`config.mk`:
```
export PLATFORM = sky130hd
export DESIGN_NAME = wb_video_arbiter
export DESIGN_NICKNAME = d
export VERILOG_FILES = /design/src/rtl/wb_arb_pkg.sv /design/src/rtl/wb_arb_starve_ctr.sv /design/src/rtl/wb_video_arbiter.sv
export SDC_FILE = /design/constraint.sdc
export NUM_CORES = 1
export LEC_CHECK = 0
export ABC_CLOCK_PERIOD_IN_PS = 1980
export CORE_AREA = 5 5 117 119
export DETAILED_ROUTE_END_ITERATION = 7
export DIE_AREA = 0 0 122 124
export GPL_ROUTABILITY_DRIVEN = 1
export SLEW_MARGIN = 20
export SYNTH_ARGS = -nofsm -noshare
export SYNTH_HDL_FRONTEND = slang
export SYNTH_SLANG_ARGS = --single-unit
export TNS_END_PERCENT = 5
```
`constraint.sdc`:
```
create_clock -name clk_i -period 1.98 [get_ports clk_i]
set_input_delay 0.594 -clock clk_i [delete_from_list [all_inputs] [get_ports clk_i]]
set_output_delay 0.594 -clock clk_i [all_outputs]
set_load 0.02 [all_outputs]
```
`src/rtl/wb_arb_pkg.sv`:
```
// wb_arb_pkg: shared types and constants for the two-master Wishbone video arbiter.
//   arb_state_t        - arbiter FSM states (idle / video granted / CPU granted)
//   GNT_VIDEO, GNT_CPU - bit positions of each master in request vectors
//   DW, SW             - Wishbone data width and byte-select width
package wb_arb_pkg;

    typedef enum logic [1:0] {
        S_IDLE  = 2'd0,
        S_VIDEO = 2'd1,
        S_CPU   = 2'd2
    } arb_state_t;

    localparam bit GNT_VIDEO = 1'b0;
    localparam bit GNT_CPU   = 1'b1;

    localparam int unsigned DW = 32;
    localparam int unsigned SW = DW / 8;

endpackage : wb_arb_pkg

```
`src/rtl/wb_arb_starve_ctr.sv`:
```
// wb_arb_starve_ctr: saturating wait counter used to guarantee CPU progress.
// Ports:
//   clk_i  - system clock, rising edge
//   rst_i  - asynchronous active-low reset, clears the count
//   inc    - count one waiting cycle (saturates at MAX)
//   clr    - clear to zero; wins over inc
//   cnt    - current count
//   hit    - count has reached MAX
module wb_arb_starve_ctr #(
    parameter int unsigned MAX = 8,
    parameter int unsigned W   = $clog2(MAX + 1)
) (
    input  logic         clk_i,
    input  logic         rst_i,
    input  logic         inc,
    input  logic         clr,
    output logic [W-1:0] cnt,
    output logic         hit
);

    localparam logic [W-1:0] MAX_V = W'(MAX);

    always_ff @(posedge clk_i or negedge rst_i) begin
        if (!rst_i) begin
            cnt <= '0;
        end else if (clr) begin
            cnt <= '0;
        end else if (inc && (cnt != MAX_V)) begin
            cnt <= cnt + 1'b1;
        end
    end

    assign hit = (cnt >= MAX_V);

endmodule : wb_arb_starve_ctr

```
`src/rtl/wb_video_arbiter.sv`:
```
// wb_video_arbiter: two-master Wishbone classic arbiter. The VGA scanout master
// has priority over the CPU master; a starvation counter forces a CPU grant once
// the CPU has waited STARVE_MAX cycles. The grant is registered and held for the
// full duration of the winner's cyc; at least one idle cycle separates grants.
// Ports:
//   clk_i, rst_i            - clock (rising edge), asynchronous active-low reset
//   video_*                 - scanout master (cyc/stb/we/adr/sel/dat_m in, dat_s/ack out)
//   cpu_*                   - CPU master (same signal set)
//   mem_*                   - shared slave (cyc/stb/we/adr/sel/dat_m out, dat_s/ack in)
//   video_grants, cpu_grants, starve_hits - grant statistics, present only when
//                             WB_ARB_STATS_EN is defined
module wb_video_arbiter
    import wb_arb_pkg::*;
#(
    parameter int unsigned STARVE_MAX = 8,
    parameter int unsigned AW         = 32
) (
    input  logic          clk_i,
    input  logic          rst_i,
`ifdef WB_ARB_STATS_EN
    output logic [31:0]   video_grants,
    output logic [31:0]   cpu_grants,
    output logic [31:0]   starve_hits,
`endif
    input  logic          video_cyc,
    input  logic          video_stb,
    input  logic          video_we,
    input  logic [AW-1:0] video_adr,
    input  logic [SW-1:0] video_sel,
    input  logic [DW-1:0] video_dat_m,
    output logic [DW-1:0] video_dat_s,
    output logic          video_ack,
    input  logic          cpu_cyc,
    input  logic          cpu_stb,
    input  logic          cpu_we,
    input  logic [AW-1:0] cpu_adr,
    input  logic [SW-1:0] cpu_sel,
    input  logic [DW-1:0] cpu_dat_m,
    output logic [DW-1:0] cpu_dat_s,
    output logic          cpu_ack,
    output logic          mem_cyc,
    output logic          mem_stb,
    output logic          mem_we,
    output logic [AW-1:0] mem_adr,
    output logic [SW-1:0] mem_sel,
    output logic [DW-1:0] mem_dat_m,
    input  logic [DW-1:0] mem_dat_s,
    input  logic          mem_ack
);

    localparam int unsigned SCW = $clog2(STARVE_MAX + 1);

    arb_state_t     state, state_nxt;
    logic [1:0]     req;
    logic [SCW-1:0] starve_cnt;
    logic           starve_hit;
    logic           starve_inc;
    logic           starve_clr;
    logic           forced;

    assign req[GNT_VIDEO] = video_cyc & video_stb;
    assign req[GNT_CPU]   = cpu_cyc & cpu_stb;

    // Read data is broadcast; only the ack qualifies it for the granted master.
    assign video_dat_s = mem_dat_s;
    assign cpu_dat_s   = mem_dat_s;

    always_ff @(posedge clk_i or negedge rst_i) begin
        if (!rst_i) begin
            state <= S_IDLE;
        end else begin
            state <= state_nxt;
        end
    end

    always_comb begin
        state_nxt = state;
        forced    = 1'b0;
        mem_cyc   = 1'b0;
        mem_stb   = 1'b0;
        mem_we    = 1'b0;
        mem_adr   = '0;
        mem_sel   = '0;
        mem_dat_m = '0;
        video_ack = 1'b0;
        cpu_ack   = 1'b0;
        case (state)
            S_IDLE: begin
                if (req[GNT_VIDEO] && req[GNT_CPU]) begin
                    if (starve_hit) begin
                        state_nxt = S_CPU;
                        forced    = 1'b1;
                    end else begin
                        state_nxt = S_VIDEO;
                    end
                end else if (req[GNT_VIDEO]) begin
                    state_nxt = S_VIDEO;
                end else if (req[GNT_CPU]) begin
                    state_nxt = S_CPU;
                end
            end
            S_VIDEO: begin
                mem_cyc   = video_cyc;
                mem_stb   = video_stb;
                mem_we    = video_we;
                mem_adr   = video_adr;
                mem_sel   = video_sel;
                mem_dat_m = video_dat_m;
                video_ack = mem_ack & video_cyc;
                if (!video_cyc) begin
                    state_nxt = S_IDLE;
                end
            end
            S_CPU: begin
                mem_cyc   = cpu_cyc;
                mem_stb   = cpu_stb;
                mem_we    = cpu_we;
                mem_adr   = cpu_adr;
                mem_sel   = cpu_sel;
                mem_dat_m = cpu_dat_m;
                cpu_ack   = mem_ack & cpu_cyc;
                if (!cpu_cyc) begin
                    state_nxt = S_IDLE;
                end
            end
            default: state_nxt = S_IDLE;
        endcase
    end

    // CPU waiting = cpu_cyc held while someone else (or nobody) owns the bus.
    assign starve_inc = cpu_cyc && (state != S_CPU);
    assign starve_clr = (state != S_CPU) && (state_nxt == S_CPU);

    wb_arb_starve_ctr #(
        .MAX (STARVE_MAX),
        .W   (SCW)
    ) u_starve (
        .clk_i (clk_i),
        .rst_i (rst_i),
        .inc   (starve_inc),
        .clr   (starve_clr),
        .cnt   (starve_cnt),
        .hit   (starve_hit)
    );

`ifdef WB_ARB_STATS_EN
    always_ff @(posedge clk_i or negedge rst_i) begin
        if (!rst_i) begin
            video_grants <= '0;
            cpu_grants   <= '0;
            starve_hits  <= '0;
        end else if (state == S_IDLE) begin
            if (state_nxt == S_VIDEO) begin
                video_grants <= video_grants + 32'd1;
            end
            if (state_nxt == S_CPU) begin
                cpu_grants <= cpu_grants + 32'd1;
            end
            if (forced) begin
                starve_hits <= starve_hits + 32'd1;
            end
        end
    end
`endif

endmodule : wb_video_arbiter

```
==> results of run 1 <==
==> power groups by stage <==
| stage | registers [mW] | clock network (mW) | logic (mW) |
|---|---|---|---|
| finish | 0.235 | 0.325 | 4.20 |
| global route | 0.243 | 0.338 | 4.53 |
| CTS | 0.233 | 0.333 | 3.88 |
| detailed placement | 0.234 | 0 | 4.13 |
| global placement | 0.230 | 0 | 4.08 |
| floorplan | 0.224 | 0 | 2.51 |
==> critical path, delay by kind of cell, from the launching register on <==
family	cells	cell delay [ns]
simple gates	1	0.16
compound gates	1	0.23
flops	1	0.39
buf+inv	3	0.46
fa+ha+maj	1	0.20
==> synth_stat cells, types with 2 or more instances <==
| cell | number | area, µm² |
|---|---|---|
| and3_1 | 2 | 12.51 |
| a21oi_1 | 5 | 25.02 |
| nor2b_1 | 71 | 444.2 |
| dfrtp_1 | 6 | 150.1 |
| nor2_1 | 2 | 7.510 |
| xor2_1 | 2 | 17.52 |
| inv_1 | 4 | 15.01 |
| a22oi_1 | 70 | 525.5 |
| buf_2 | 8 | 40.04 |
| a21boi_0 | 2 | 15.01 |
| ha_1 | 6 | 75.07 |
| nand2_1 | 2 | 7.510 |
| clkbuf_1 | 14 | 52.55 |
| buf_4 | 64 | 480.5 |
==> metrics by stage <==
step	hold slack (ns)	area, µm²
2_1_floorplan	0.2984	1988
3_3_place_gp	0.6050	3979
3_5_place_dp	0.6263	3979
4_1_cts	0.6165	3862
5_1_grt	0.6314	3984
6_report	0.6069	3984
==> repair_timing <==
item                                    4_1_cts  5_1_grt
pin swaps                                     0        2
setup buffers                                 0        1
resized for setup                           300       54
endpoints found under the setup margin       73       74
cloned                                        0        3
==> cells by family after synthesis <==
group | synth area share, %
multiplexers | 0.5054
flip-flops | 7.580
AND/OR/NAND/NOR | 25.52
buffers and inverters | 30.26
XOR/XNOR | 1.327
adder cells (fa/ha/maj) | 3.790
AO/OA/AOI/OAI | 31.02
==> flip-flops by register name (all words and copies together), names as in the netlist <==
name,flops
state,2
u_starve.cnt,4
==> layer usage <==
metal  GRT usage, %  vias to the layer above  wire length, µm
met1          10.38                     1134             3293
met4          1.611                        0               38
li1               -                     1199                -
met3          3.134                        5             1039
met5              0                        -                0
met2          21.51                      158             5507
==> final cells by class <==
cell class / instances / area, µm²
Sequential cell: 6 / 150.1
Inverter: 4 / 15.01
Fill cell: 1343 / 8482
Timing Repair Buffer: 235 / 2215
Clock buffer: 3 / 75.07
Tap cell: 172 / 215.2
Multi-Input combinational cell: 175 / 1314
==> path summary, 6_finish.rpt <==
path,to,slack [ns],cells past startpoint
setup / recovery,mem_cyc,-0.29,6
hold / removal,state[1],0.61,1
setup reg to reg,u_starve.cnt[2],0.09,8
hold reg to reg,u_starve.cnt[1],0.63,2
max in group asynchronous,u_starve.cnt[2],1.16,1
min in group clk_i,u_starve.cnt[1],0.63,2
==> results.py, run 1 <==
metrics = {
    "setup_path": {
        "slowest_stage": "dfrtp_1",
        "path_cells": "buf_4 > ha_4 > buf_12 > a22o_1 > and2_1 > buf_2",
        "cp_data_required_time_ns": 1.39,
        "cp-end-kind": "output port",
        "slowest_delay_ns": 0.39,
        "worstSetupPathType": "reg2out",
        "start_kind": "flop",
        "reg2reg_from": "state[1]",
        "crit_fanout": 18,
        "startpoint": "state[1]",
        "cp.arrival_ns": 1.67,
    },
    "finish": {
        "post-route-util_pct": 31.96,
        "final_net_count": 608,
        "layout_common_cells": "clkdlybuf4s50_1, nor2b_1, a22oi_1",
        "num_antenna_cells": 0,
        "final_cells": 595,
        "syn_to_final_growth_pct": 101.1,
        "mostFrequentLayoutCell": "clkdlybuf4s50_1",
        "drive_gt1_share_pct": 26.24,
    },
    "sta": {
        "fin_crit_ns": 2.269,
        "hold_viol": 0,
        "fin_tns_setup_ns": -12.94,
        "fmax_ghz": 0.4408,
        "slew_violations": 0,
        "rsz0062_at_grt": "yes",
        "fin_ws_ns": -0.2886,
        "post-route-period-util_pct": 114.6,
        "fin_worst_skew_ns": 0.0004961,
        "finalSetupViolCount": 73,
        "tightest_slew_ns": 0.3778,
        "slew_headroom_pct": 74.55,
    },
    "min_path": {
        "hold_class": "in2async",
    },
    "placement": {
        "gp_congestion": 0.7420,
        "dp_cells": 588,
        "dp_slack_ns": -0.7467,
        "dp_hpwl_um": 7736,
        "numPortBuffers": 217,
    },
    "outcome": {
        "violations": "setup timing",
        "status": "finished, violations left",
    },
    "power": {
        "p_per_area_nw_per_um2": 1194,
        "sw_frac_of_total_pct": 46.76,
        "p_leak_nw": 1.541,
        "clkPwrFrac_pct": 6.8,
        "irDropWorstVdd_mv": 0.7907,
        "p_switching_mw": 2.225,
        "p_int_mw": 2.533,
        "pwr-share-seq_pct": 4.9,
        "finalPower_mw": 4.758,
        "comb_power_share_pct": 88.2,
    },
    "die": {
        "core_area_um2": 12470,
        "die_height_um": 124,
        "dieArea_um2": 15130,
        "start_util_pct": 15.89,
        "ios": 314,
        "row_count": 41,
        "die_w_um": 122,
    },
    "detailed_routing": {
        "viasPerCell": 4.195,
        "wl_per_cell_um": 16.60,
        "dr.pass1.iters": 4,
        "drt-initial-drc-count": 65,
        "postRouteAntennaNets": 0,
        "drt-total-wl_um": 9878,
        "drcViolationCount": 0,
        "vias": 2496,
    },
    "clock_tree": {
        "cts_hold_buf": 0,
        "cts.clk_slew.worst_paths_ns": 0.03,
        "cts_buffers": 3,
        "root_buffer": "clkbuf_16",
        "clkLatencyLatePin_ns": 0.23,
        "cts_max_path_buffers": 2,
        "htreeDepth": 1,
        "clock_sinks": 6,
        "cts_tree": "built",
    },
    "logic_synthesis": {
        "ys_warn_count": 0,
        "synth_async_sr_flop_share_pct": 100.0,
        "synth-seq-area-share_pct": 7.581,
        "synth_edf_count": 0,
        "ys_ff_latch": 6,
        "synth.distinct_cells": 28,
        "syn_area_per_cell_um2": 7.282,
        "netlist_instances": 272,
        "synth_fp_nets": 455,
        "syn_area_um2": 1981,
        "ys.flop_type": "dfrtp_1",
    },
    "grt": {
        "grt_max_degree": 39,
        "grt_pass1_vias": 2589,
        "antenna_found_initial": 0,
        "grt_pass1_wl_um": 13040,
        "overflow": 0,
        "grt_use_total_pct": 10.45,
    },
    "job": {
        "drv_cap": 0,
    },
}
(Power assumes the default switching activity.)
==> run 2, diff against run 1 <==
- ABC_AREA: not set -> 0
==> results of run 2 <==
Final layout, timing and power as in run 1 (identical DEF).
